## config.mk

```make
export PLATFORM = sky130hd
export DESIGN_NAME = i2c_target_regfile
export DESIGN_NICKNAME = d
export VERILOG_FILES = /design/src/rtl/i2c_target_regfile.sv
export SDC_FILE = /design/constraint.sdc
export NUM_CORES = 1
export LEC_CHECK = 0
export ABC_AREA = 1
export BUFFER_PORTS_ARGS = -buffer_cell sky130_fd_sc_hd__buf_4
export CORE_MARGIN = 2
export CORE_UTILIZATION = 50
export DETAILED_ROUTE_END_ITERATION = 6
export PLACE_DENSITY = 0.73
export SYNTH_ARGS = -nofsm -noshare
export SYNTH_HDL_FRONTEND = slang
export SYNTH_SLANG_ARGS = --single-unit
```

## constraint.sdc

```tcl
create_clock -name clk -period 3.35 [get_ports clk]
set_input_delay 0.335 -clock clk [delete_from_list [all_inputs] [get_ports clk]]
set_output_delay 0.335 -clock clk [all_outputs]
set_load 0.01 [all_outputs]
```

## src/rtl/i2c_target_regfile.sv

```systemverilog
// i2c_target_regfile
//   I2C target with an 8-entry byte register file. Registers 0-3 are written
//   by the bus master; registers 4-7 read back the ro_reg4..7 core inputs.
//   SCL/SDA are synchronized and glitch-filtered before any bus decoding.
//   SDA is driven open-drain only (sda_o tied low, sda_oen active low).
//   When slot_en is low the bus is ignored and the target returns to IDLE.
//
// Optional feature macro: I2C_TARGET_RO_NACK_EN
//   Defined     : a write data byte aimed at pointer 4-7 is NACKed, the target
//                 returns to IDLE and the pointer is not incremented.
//   Not defined : such a byte is ACKed, dropped, and the pointer increments.
//
// Ports
//   clk                 system clock
//   arst_i              asynchronous reset, active low
//   slot_en             1 = time slot active, 0 = bus ignored
//   slave_addr[6:0]     7-bit target address
//   scl_i, sda_i        pad inputs
//   sda_o               SDA drive value (always 0)
//   sda_oen             SDA output enable, active low
//   ro_reg4..ro_reg7    read-only register sources
//   rw_reg0..rw_reg3    master-writable registers
//   wr_stb              one-cycle pulse on a register 0-3 write
//   wr_idx[1:0]         index of the last write
//   busy                addressed transaction in progress
module i2c_target_regfile #(
  parameter int SYNC_STAGES = 2,
  parameter int FILTER_LEN  = 3
) (
  input  logic       clk,
  input  logic       arst_i,
  input  logic       slot_en,
  input  logic [6:0] slave_addr,
  input  logic       scl_i,
  input  logic       sda_i,
  output logic       sda_o,
  output logic       sda_oen,
  input  logic [7:0] ro_reg4,
  input  logic [7:0] ro_reg5,
  input  logic [7:0] ro_reg6,
  input  logic [7:0] ro_reg7,
  output logic [7:0] rw_reg0,
  output logic [7:0] rw_reg1,
  output logic [7:0] rw_reg2,
  output logic [7:0] rw_reg3,
  output logic       wr_stb,
  output logic [1:0] wr_idx,
  output logic       busy
);

  localparam int CW = $clog2(FILTER_LEN + 1);

`ifdef I2C_TARGET_RO_NACK_EN
  localparam logic RO_WRITE_ACK = 1'b0;
`else
  localparam logic RO_WRITE_ACK = 1'b1;
`endif

  typedef enum logic [2:0] {
    ST_IDLE  = 3'd0,
    ST_ADDR  = 3'd1,
    ST_PTR   = 3'd2,
    ST_WDATA = 3'd3,
    ST_RDATA = 3'd4
  } state_t;

  logic [SYNC_STAGES-1:0] scl_sync_r, sda_sync_r;
  logic [CW-1:0]          scl_cnt_r, sda_cnt_r;
  logic                   scl_filt_r, sda_filt_r;
  logic                   scl_prev_r, sda_prev_r;
  logic                   scl_rise_s, scl_fall_s, start_s, stop_s;

  state_t     state_r;
  logic [3:0] bit_cnt_r;   // 0..7 data bits, 8 = ACK slot pending, 9 = ACK clocked
  logic [7:0] shreg_r;
  logic       ack_r;
  logic       rw_r;
  logic [2:0] ptr_r;
  logic       sda_oen_r;
  logic [7:0] rw_q [4];
  logic       wr_stb_r;
  logic [1:0] wr_idx_r;
  logic       busy_r;
  logic [7:0] byte_in_s;
  logic [7:0] rd_byte_s;

  // Pad synchronizers, preset to the idle-high bus level.
  always_ff @(posedge clk or negedge arst_i) begin
    if (!arst_i) begin
      scl_sync_r <= {SYNC_STAGES{1'b1}};
      sda_sync_r <= {SYNC_STAGES{1'b1}};
    end else begin
      scl_sync_r <= {scl_sync_r[SYNC_STAGES-2:0], scl_i};
      sda_sync_r <= {sda_sync_r[SYNC_STAGES-2:0], sda_i};
    end
  end

  // SCL filter: the level flips only after FILTER_LEN consecutive differing samples.
  always_ff @(posedge clk or negedge arst_i) begin
    if (!arst_i) begin
      scl_filt_r <= 1'b1;
      scl_cnt_r  <= {CW{1'b0}};
    end else if (scl_sync_r[SYNC_STAGES-1] == scl_filt_r) begin
      scl_cnt_r <= {CW{1'b0}};
    end else if (scl_cnt_r == CW'(FILTER_LEN - 1)) begin
      scl_filt_r <= scl_sync_r[SYNC_STAGES-1];
      scl_cnt_r  <= {CW{1'b0}};
    end else begin
      scl_cnt_r <= scl_cnt_r + CW'(1);
    end
  end

  // SDA filter, same rule as SCL so both paths have equal latency.
  always_ff @(posedge clk or negedge arst_i) begin
    if (!arst_i) begin
      sda_filt_r <= 1'b1;
      sda_cnt_r  <= {CW{1'b0}};
    end else if (sda_sync_r[SYNC_STAGES-1] == sda_filt_r) begin
      sda_cnt_r <= {CW{1'b0}};
    end else if (sda_cnt_r == CW'(FILTER_LEN - 1)) begin
      sda_filt_r <= sda_sync_r[SYNC_STAGES-1];
      sda_cnt_r  <= {CW{1'b0}};
    end else begin
      sda_cnt_r <= sda_cnt_r + CW'(1);
    end
  end

  // Previous filtered levels for edge and START/STOP detection.
  always_ff @(posedge clk or negedge arst_i) begin
    if (!arst_i) begin
      scl_prev_r <= 1'b1;
      sda_prev_r <= 1'b1;
    end else begin
      scl_prev_r <= scl_filt_r;
      sda_prev_r <= sda_filt_r;
    end
  end

  // Bus event decode from filtered levels only.
  always_comb begin
    scl_rise_s = scl_filt_r & ~scl_prev_r;
    scl_fall_s = ~scl_filt_r & scl_prev_r;
    start_s    = scl_filt_r & scl_prev_r & sda_prev_r & ~sda_filt_r;
    stop_s     = scl_filt_r & scl_prev_r & ~sda_prev_r & sda_filt_r;
    byte_in_s  = {shreg_r[6:0], sda_filt_r};
  end

  // Register file read mux at the current pointer.
  always_comb begin
    case (ptr_r)
      3'd0:    rd_byte_s = rw_q[0];
      3'd1:    rd_byte_s = rw_q[1];
      3'd2:    rd_byte_s = rw_q[2];
      3'd3:    rd_byte_s = rw_q[3];
      3'd4:    rd_byte_s = ro_reg4;
      3'd5:    rd_byte_s = ro_reg5;
      3'd6:    rd_byte_s = ro_reg6;
      3'd7:    rd_byte_s = ro_reg7;
      default: rd_byte_s = 8'h00;
    endcase
  end

  // Protocol FSM, register file writes and all registered outputs.
  always_ff @(posedge clk or negedge arst_i) begin
    if (!arst_i) begin
      state_r   <= ST_IDLE;
      bit_cnt_r <= 4'd0;
      shreg_r   <= 8'h00;
      ack_r     <= 1'b0;
      rw_r      <= 1'b0;
      ptr_r     <= 3'd0;
      sda_oen_r <= 1'b1;
      for (int i = 0; i < 4; i++) rw_q[i] <= 8'h00;
      wr_stb_r  <= 1'b0;
      wr_idx_r  <= 2'd0;
      busy_r    <= 1'b0;
    end else begin
      wr_stb_r <= 1'b0;
      if (!slot_en || stop_s) begin
        state_r   <= ST_IDLE;
        bit_cnt_r <= 4'd0;
        sda_oen_r <= 1'b1;
        busy_r    <= 1'b0;
      end else if (start_s) begin
        // busy is kept across a repeated START until the address is judged
        state_r   <= ST_ADDR;
        bit_cnt_r <= 4'd0;
        sda_oen_r <= 1'b1;
      end else begin
        case (state_r)
          ST_IDLE: begin
            bit_cnt_r <= 4'd0;
          end
          ST_ADDR, ST_PTR, ST_WDATA: begin
            if (scl_rise_s) begin
              if (bit_cnt_r < 4'd8) begin
                shreg_r   <= byte_in_s;
                bit_cnt_r <= bit_cnt_r + 4'd1;
                if (bit_cnt_r == 4'd7) begin
                  case (state_r)
                    ST_ADDR: begin
                      if (byte_in_s[7:1] == slave_addr) begin
                        rw_r   <= byte_in_s[0];
                        busy_r <= 1'b1;
                        ack_r  <= 1'b1;
                      end else begin
                        state_r   <= ST_IDLE;
                        bit_cnt_r <= 4'd0;
                        busy_r    <= 1'b0;
                        ack_r     <= 1'b0;
                      end
                    end
                    ST_PTR: begin
                      ptr_r <= byte_in_s[2:0];
                      ack_r <= 1'b1;
                    end
                    ST_WDATA: begin
                      if (!ptr_r[2]) begin
                        rw_q[ptr_r[1:0]] <= byte_in_s;
                        wr_stb_r         <= 1'b1;
                        wr_idx_r         <= ptr_r[1:0];
                        ack_r            <= 1'b1;
                      end else begin
                        ack_r <= RO_WRITE_ACK;
                      end
                    end
                    default: ack_r <= 1'b0;
                  endcase
                end
              end else begin
                bit_cnt_r <= 4'd9;
              end
            end else if (scl_fall_s) begin
              if (bit_cnt_r == 4'd8) begin
                sda_oen_r <= ~ack_r;
              end else if (bit_cnt_r == 4'd9) begin
                sda_oen_r <= 1'b1;
                bit_cnt_r <= 4'd0;
                case (state_r)
                  ST_ADDR: begin
                    if (rw_r) begin
                      // read data is captured here so later ro_reg changes cannot tear it
                      state_r   <= ST_RDATA;
                      shreg_r   <= {rd_byte_s[6:0], 1'b0};
                      sda_oen_r <= rd_byte_s[7];
                    end else begin
                      state_r <= ST_PTR;
                    end
                  end
                  ST_PTR: state_r <= ST_WDATA;
                  ST_WDATA: begin
                    if (ack_r) begin
                      ptr_r <= ptr_r + 3'd1;
                    end else begin
                      state_r <= ST_IDLE;
                      busy_r  <= 1'b0;
                    end
                  end
                  default: state_r <= ST_IDLE;
                endcase
              end
            end
          end
          ST_RDATA: begin
            if (scl_rise_s) begin
              if (bit_cnt_r < 4'd8) begin
                bit_cnt_r <= bit_cnt_r + 4'd1;
              end else if (bit_cnt_r == 4'd8) begin
                if (sda_filt_r) begin
                  state_r   <= ST_IDLE;
                  bit_cnt_r <= 4'd0;
                  sda_oen_r <= 1'b1;
                  busy_r    <= 1'b0;
                end else begin
                  ptr_r     <= ptr_r + 3'd1;
                  bit_cnt_r <= 4'd9;
                end
              end
            end else if (scl_fall_s) begin
              if ((bit_cnt_r >= 4'd1) && (bit_cnt_r <= 4'd7)) begin
                sda_oen_r <= shreg_r[7];
                shreg_r   <= {shreg_r[6:0], 1'b0};
              end else if (bit_cnt_r == 4'd8) begin
                sda_oen_r <= 1'b1;
              end else if (bit_cnt_r == 4'd9) begin
                shreg_r   <= {rd_byte_s[6:0], 1'b0};
                sda_oen_r <= rd_byte_s[7];
                bit_cnt_r <= 4'd0;
              end
            end
          end
          default: begin
            state_r   <= ST_IDLE;
            sda_oen_r <= 1'b1;
          end
        endcase
      end
    end
  end

  assign sda_o   = 1'b0;
  assign sda_oen = sda_oen_r;
  assign rw_reg0 = rw_q[0];
  assign rw_reg1 = rw_q[1];
  assign rw_reg2 = rw_q[2];
  assign rw_reg3 = rw_q[3];
  assign wr_stb  = wr_stb_r;
  assign wr_idx  = wr_idx_r;
  assign busy    = busy_r;

endmodule

```

==> impl_metrics.json, run 1 <==
{
  "cts_tree": "done",
  "nNetsFinal": 770,
  "peakVddDrop_mv": 0.393,
  "chipWidth_um": 98.0,
  "drt.antenna.violating_nets": 0,
  "cts_setup_buffers": 0,
  "final_layout_size_suffix_gt1_share_pct": 18.4,
  "synth.distinct_cells": 38,
  "cts-root-buf": "clkbuf_8",
  "finalWirelength_mm": 12.4,
  "drv_slew": 0,
  "final_cell_mix": "nand2_1 (209), inv_1 (93), buf_4 (81)",
  "setup_violations": 0,
  "ys_warn_count": 0,
  "antenna_found_initial": 0,
  "outcome": "finished, final reports clean",
  "avgSynthCellArea_um2": 6.93,
  "finalClockSkew_ns": 0.0115,
  "relSlewSlack_pct": 41.3,
  "clk_path_buf_depth": 2,
  "maxCapViolations": 0,
  "cp_data_required_time_ns": 3.63,
  "fmax_ghz": 0.418,
  "avgRoutedWirePerCell_um": 15.0,
  "arrival_ns": 2.67,
  "timing.final.crit_share_pct": 71.5,
  "first_pass_iters": 7,
  "dr_total_vias": 4318,
  "dp_hpwl_mm": 9.50,
  "htree_levels": 3,
  "drt_iter0_markers": 336,
  "synth.largest_area_cell": "dfrtp_1",
  "drc": 0,
  "crit_start": "scl_prev_r",
  "p_per_area_nw_per_um2": 591,
  "clk_pin_slew_ns": 0.07,
  "grt_pass1_vias": 4134,
  "synth_seq_cells": 69,
  "final.min_clock_period_ns": 2.39,
  "crit_fanout": 14,
  "place_congestion": 0.983,
  "grt_use_total_pct": 26.5,
  "syn_to_final_growth_pct": 18.9,
  "final_common_cell": "nand2_1",
  "pin_count": 82,
  "r2r_start": "scl_prev_r",
  "vias_per_cell": 5.23,
  "yosys-top-cells-area": "dfrtp_1 (34%), nand2_1 (18%), inv_1 (7.9%)",
  "port_buffers": 80,
  "p_total_mw": 3.11,
  "die_area_um2": 9610,
  "syn_nets": 695,
  "syn_inst": 638,
  "cp-end-kind": "flop",
  "grt_overflow": 0,
  "synth.top_cell.area_share_pct": 34.0,
  "finalSetupTns_ns": 0,
  "coreArea_um2": 8640,
  "die_h_um": 98.0,
  "cts_made_buffers": 9,
  "tightest_slew_ns": 0.875,
  "finalHoldViolCount": 0,
  "cts.sinks": 69,
  "initial_core_util_pct": 51.2,
  "yosysSeqAreaShare_pct": 39.3,
  "rows": 34,
  "post_cts_resized": 0,
  "grt_first_pass_wirelength_mm": 20.4,
  "grt_max_degree": 70,
  "synth.cell_area_um2": 4420,
  "num_antenna_cells": 0,
  "grt_setup_unrepaired": "no",
  "holdWs_ns": 0.0971,
  "crit_path_start_kind": "flop",
  "p_leak_nw": 2.96,
  "hold_path.class": "primary input to asynchronous set/reset pin",
  "cts.hold.buffers_added": 0,
  "utilization_pct": 60.9,
  "insertion_delay_ns": 0.34,
  "crit_type": "flop to flop"
}
[cell usage after synthesis (all sizes together)]
library cell,number
nand4,6
buf,14
nand2,214
a21oi,11
dfstp,9
or2,1
nand3b,3
o211ai,1
o21bai,1
and3,1
clkbuf,3
o2111ai,1
a31oi,3
nor4,1
nand3,59
xor2,3
and2,1
nor2,53
nor3,8
o31ai,6
ha,13
xnor2,4
o21ai,59
conb,1
dfrtp,60
inv,102
[kinds of logic after synthesis]
group | Yosys count | share of synthesized area (%)
AO/OA/AOI/OAI | 82 | 9.90
XOR/XNOR | 7 | 1.39
adder cells (fa/ha/maj) | 13 | 3.68
buffers and inverters | 119 | 10.9
flip-flops | 69 | 39.3
other | 1 | 0.0848
AND/OR/NAND/NOR | 347 | 34.7
[critical path: stages, from the launching register on]
cell,delay (ns)
dfstp_2,0.55
inv_1,0.05
ha_1,0.18
inv_1,0.39
nand4_1,0.28
a31oi_1,0.41
nor3_1,0.20
nand2_1,0.15
nand2_1,0.06
nand2_1,0.06
[per-stage QoR]
step                instances  cell area, um2  setup slack [ns]
floorplan                 638            4420              1.39
global placement          810            5070              1.05
detailed placement        810            5070              1.02
CTS                       826            5260             0.988
global route              826            5260             0.765
finish                    826            5260             0.956
[path summary, 6_finish.rpt]
| path | endpoint | slack [ns] | cells past startpoint |
|---|---|---|---|
| setup / recovery | ptr_r[2] | 0.96 | 9 |
| hold / removal | rw_reg3[4] | 0.1 | 1 |
| setup reg to reg | ptr_r[2] | 0.96 | 9 |
| hold reg to reg | scl_sync_r[1] | 0.36 | 0 |
| max in group asynchronous | shreg_r[7] | 2.69 | 1 |
| min in group clk | sda_sync_r[0] | 0.10 | 1 |
[state kept, by name, summed over array words and instances, names as in the netlist, 2 cells and up]
register    count
sda_sync_r      2
rw_reg1         8
state_r         3
sda_cnt_r       2
bit_cnt_r       4
rw_reg0         8
rw_reg2         8
shreg_r         8
ptr_r           3
scl_sync_r      2
scl_cnt_r       2
rw_reg3         8
wr_idx          2
[power breakdown]
group	leakage, nW	internal (mW)	switching [mW]
sequential	0.897	0.966	0.129
combinational	1.97	0.411	0.927
clock	0.0964	0.362	0.313
[layout make-up]
type                       count  area, um2
clock buffer                  12        145
clock inverter                 4       47.5
fill                         811       3380
inverter                     102        383
multi-input combinational    450       2200
sequential                    69       1740
tap                          108        135
timing repair buffer          81        608
[layer usage]
| layer | GRT usage (%) | share of wire [%] | wire, um | vias up |
|---|---|---|---|---|
| li1 | - | - | - | 2145 |
| met1 | 39.8 | 48 | 5920 | 1998 |
| met2 | 39.4 | 45 | 5510 | 150 |
| met3 | 3.36 | 5.4 | 674 | 25 |
| met4 | 9.83 | 2.2 | 278 | 0 |
| met5 | 0 | 0 | 0 | - |
Power figures use the tool's default switching activity.
==> run 2: changes to the inputs <==
- PLACE_DENSITY: 0.73 -> 0.76
- clock period: 3.35 -> 2.2 ns (I/O delays scaled with it)
==> run 2 against run 1 <==
  * Largest power group unchanged
  * Combinational power up 65%
  * The run now ends with hold timing left
  * Hold slack lost 0.13 ns
  * Power up 62%
  * Sequential power grew 53%
  * Non-clock buffer count increased by 19
  * Final cell count increased by 2.3%
  * Maximum frequency increased by 19%
  * Setup slack worse by 0.78 ns
  * Die area is the same
==> impl_metrics.json, run 2 (same netlist as run 1, synthesis figures left out) <==
{
  "port_buffers": 80,
  "relSlewSlack_pct": 43.0,
  "combPwrFrac_pct": 43.7,
  "finalClockSkew_ns": 0.0187,
  "grt_overflow": 0,
  "final.min_clock_period_ns": 2.02,
  "final_cells": 845,
  "fillers": 813,
  "p_leak_nw": 3.08,
  "cp-end-kind": "flop",
  "finalWirelength_mm": 12.8,
  "htree_levels": 3,
  "initial_core_util_pct": 51.2,
  "peakVddDrop_mv": 0.535,
  "grt_max_degree": 70,
  "chipWidth_um": 98.0,
  "place_congestion": 0.923,
  "r2r_slack_ns": 0.18,
  "outcome": "finished with violations",
  "dpl_cell_area_um2": 5150,
  "rows": 34,
  "drc": 0,
  "antenna_found_initial": 0,
  "utilization_pct": 63.6,
  "final_common_cell": "nand2_1",
  "grt_setup_unrepaired": "no",
  "clkPwrFrac_pct": 23.1,
  "violations": "hold timing",
  "grt_pass1_vias": 4122,
  "finalHoldViolCount": 36,
  "setup_violations": 0,
  "nNetsFinal": 789,
  "crit_fanout": 9,
  "pin_count": 82,
  "arrival_ns": 2.26,
  "fmax_ghz": 0.495,
  "die_h_um": 98.0,
  "die_area_um2": 9610,
  "clk_pin_slew_ns": 0.08,
  "avgRoutedWirePerCell_um": 15.1,
  "crit_path_start_kind": "flop",
  "final_layout_size_suffix_gt1_share_pct": 21.2,
  "coreArea_um2": 8640,
  "internal_power_mw": 2.86,
  "hold_path.class": "primary input to asynchronous set/reset pin",
  "grt_first_pass_wirelength_mm": 21.0,
  "multiInputGateArea_um2": 2230,
  "clk_path_buf_depth": 2,
  "tightest_slew_ns": 0.855,
  "switchingPower_mw": 2.19,
  "num_antenna_cells": 0,
  "switching_share_pct": 43.3,
  "grt_use_total_pct": 27.2,
  "cts.sinks": 69,
  "vias_per_cell": 5.37,
  "cts_made_buffers": 9,
  "drt_iter0_markers": 426,
  "stdcell_area_um2": 5490,
  "cts_tree": "done",
  "maxCapViolations": 0,
  "cts-root-buf": "clkbuf_8",
  "dr_total_vias": 4538,
  "sequentialPowerShare_pct": 33.2,
  "p_per_area_nw_per_um2": 920,
  "dp_hpwl_mm": 9.53,
  "first_pass_iters": 5,
  "finalSetupTns_ns": 0,
  "dp.cells": 821,
  "regArea_um2": 1740,
  "drt.antenna.violating_nets": 0,
  "drv_slew": 0,
  "syn_to_final_growth_pct": 24.1,
  "holdWs_ns": -0.0367,
  "cp_data_required_time_ns": 2.44,
  "crit_type": "flop to flop",
  "timing.final.crit_share_pct": 91.8,
  "insertion_delay_ns": 0.36,
  "final_cell_mix": "nand2_1 (208), buf_4 (95), inv_1 (92)"
}
-- run 2: cell types whose count changed in the layout (fill, tap and decap cells not counted), moves of 2 or more --
cell           change
nand3_2            +2
buf_4             +14
nand3_1            -2
dlygate4sd3_1      +2
buf_12             +3
-- run 2: final timing paths --
path / startpoint / endpoint / cells past startpoint
max: scl_filt_r / rw_reg3[4] / 12
min: arst_i / rw_reg3[5] / 1
max reg2reg: scl_filt_r / rw_reg3[4] / 12
min reg2reg: scl_sync_r[0] / scl_sync_r[1] / 0
max in group asynchronous: arst_i / rw_reg0[1] / 1
min in group clk: slot_en / state_r[0] / 5
-- run 2: final cells by class --
cell class	count	share of cell area [%]
Tap cell	108	2.46
Sequential cell	69	31.7
Clock inverter	6	1.57
Timing Repair Buffer	100	14.5
Clock buffer	10	2.33
Multi-Input combinational cell	450	40.6
Inverter	102	6.98
-- run 2: what timing repair did --
| action | 4_1_cts | 5_1_grt |
|---|---|---|
| hold buffers | 2 | 0 |
| endpoints found under the hold margin | 2 | 0 |
| endpoints found under the setup margin | 0 | 44 |
| resized for setup | 0 | 6 |
| buffers inserted | 0 | 6 |
-- run 2: power groups by stage --
| stage | sequential [mW] | combinational, mW | clock [mW] |
|---|---|---|---|
| global route | 1.70 | 2.45 | 1.23 |
| finish | 1.68 | 2.21 | 1.16 |
| global placement | 1.68 | 2.12 | 0 |
| floorplan | 1.62 | 1.49 | 0 |
| CTS | 1.67 | 2.15 | 1.17 |
| detailed placement | 1.69 | 2.13 | 0 |
-- run 2: per-stage QoR --
stage	setup slack [ns]	power, mW
6_report	0.180	5.05
5_1_grt	0.0220	5.38
4_1_cts	0.0795	4.99
3_5_place_dp	0.105	3.83
3_3_place_gp	0.141	3.80
2_1_floorplan	0.241	3.11
-- run 2: worst max-delay path: stages, from the launching register on --
cell and delay [ns]:
dfstp_2 0.40, ha_1 0.24, nand3_1 0.11, nand2_2 0.08, inv_2 0.10, nand2_4 0.11, nor2_4 0.15, nand4_4 0.18
nor2_4 0.17, buf_4 0.17, nand2_1 0.05, o21ai_0 0.08, inv_1 0.06
-- run 2: layer usage --
metal | part of all wire (%) | global-route usage (%) | vias up | wire [um]
met5 | 0 | 0 | - | 0
met4 | 1.0 | 6.94 | 0 | 129
met3 | 7.5 | 5.08 | 12 | 951
met2 | 44 | 40.4 | 205 | 5650
met1 | 47 | 41.2 | 2135 | 6020
li1 | - | - | 2186 | -
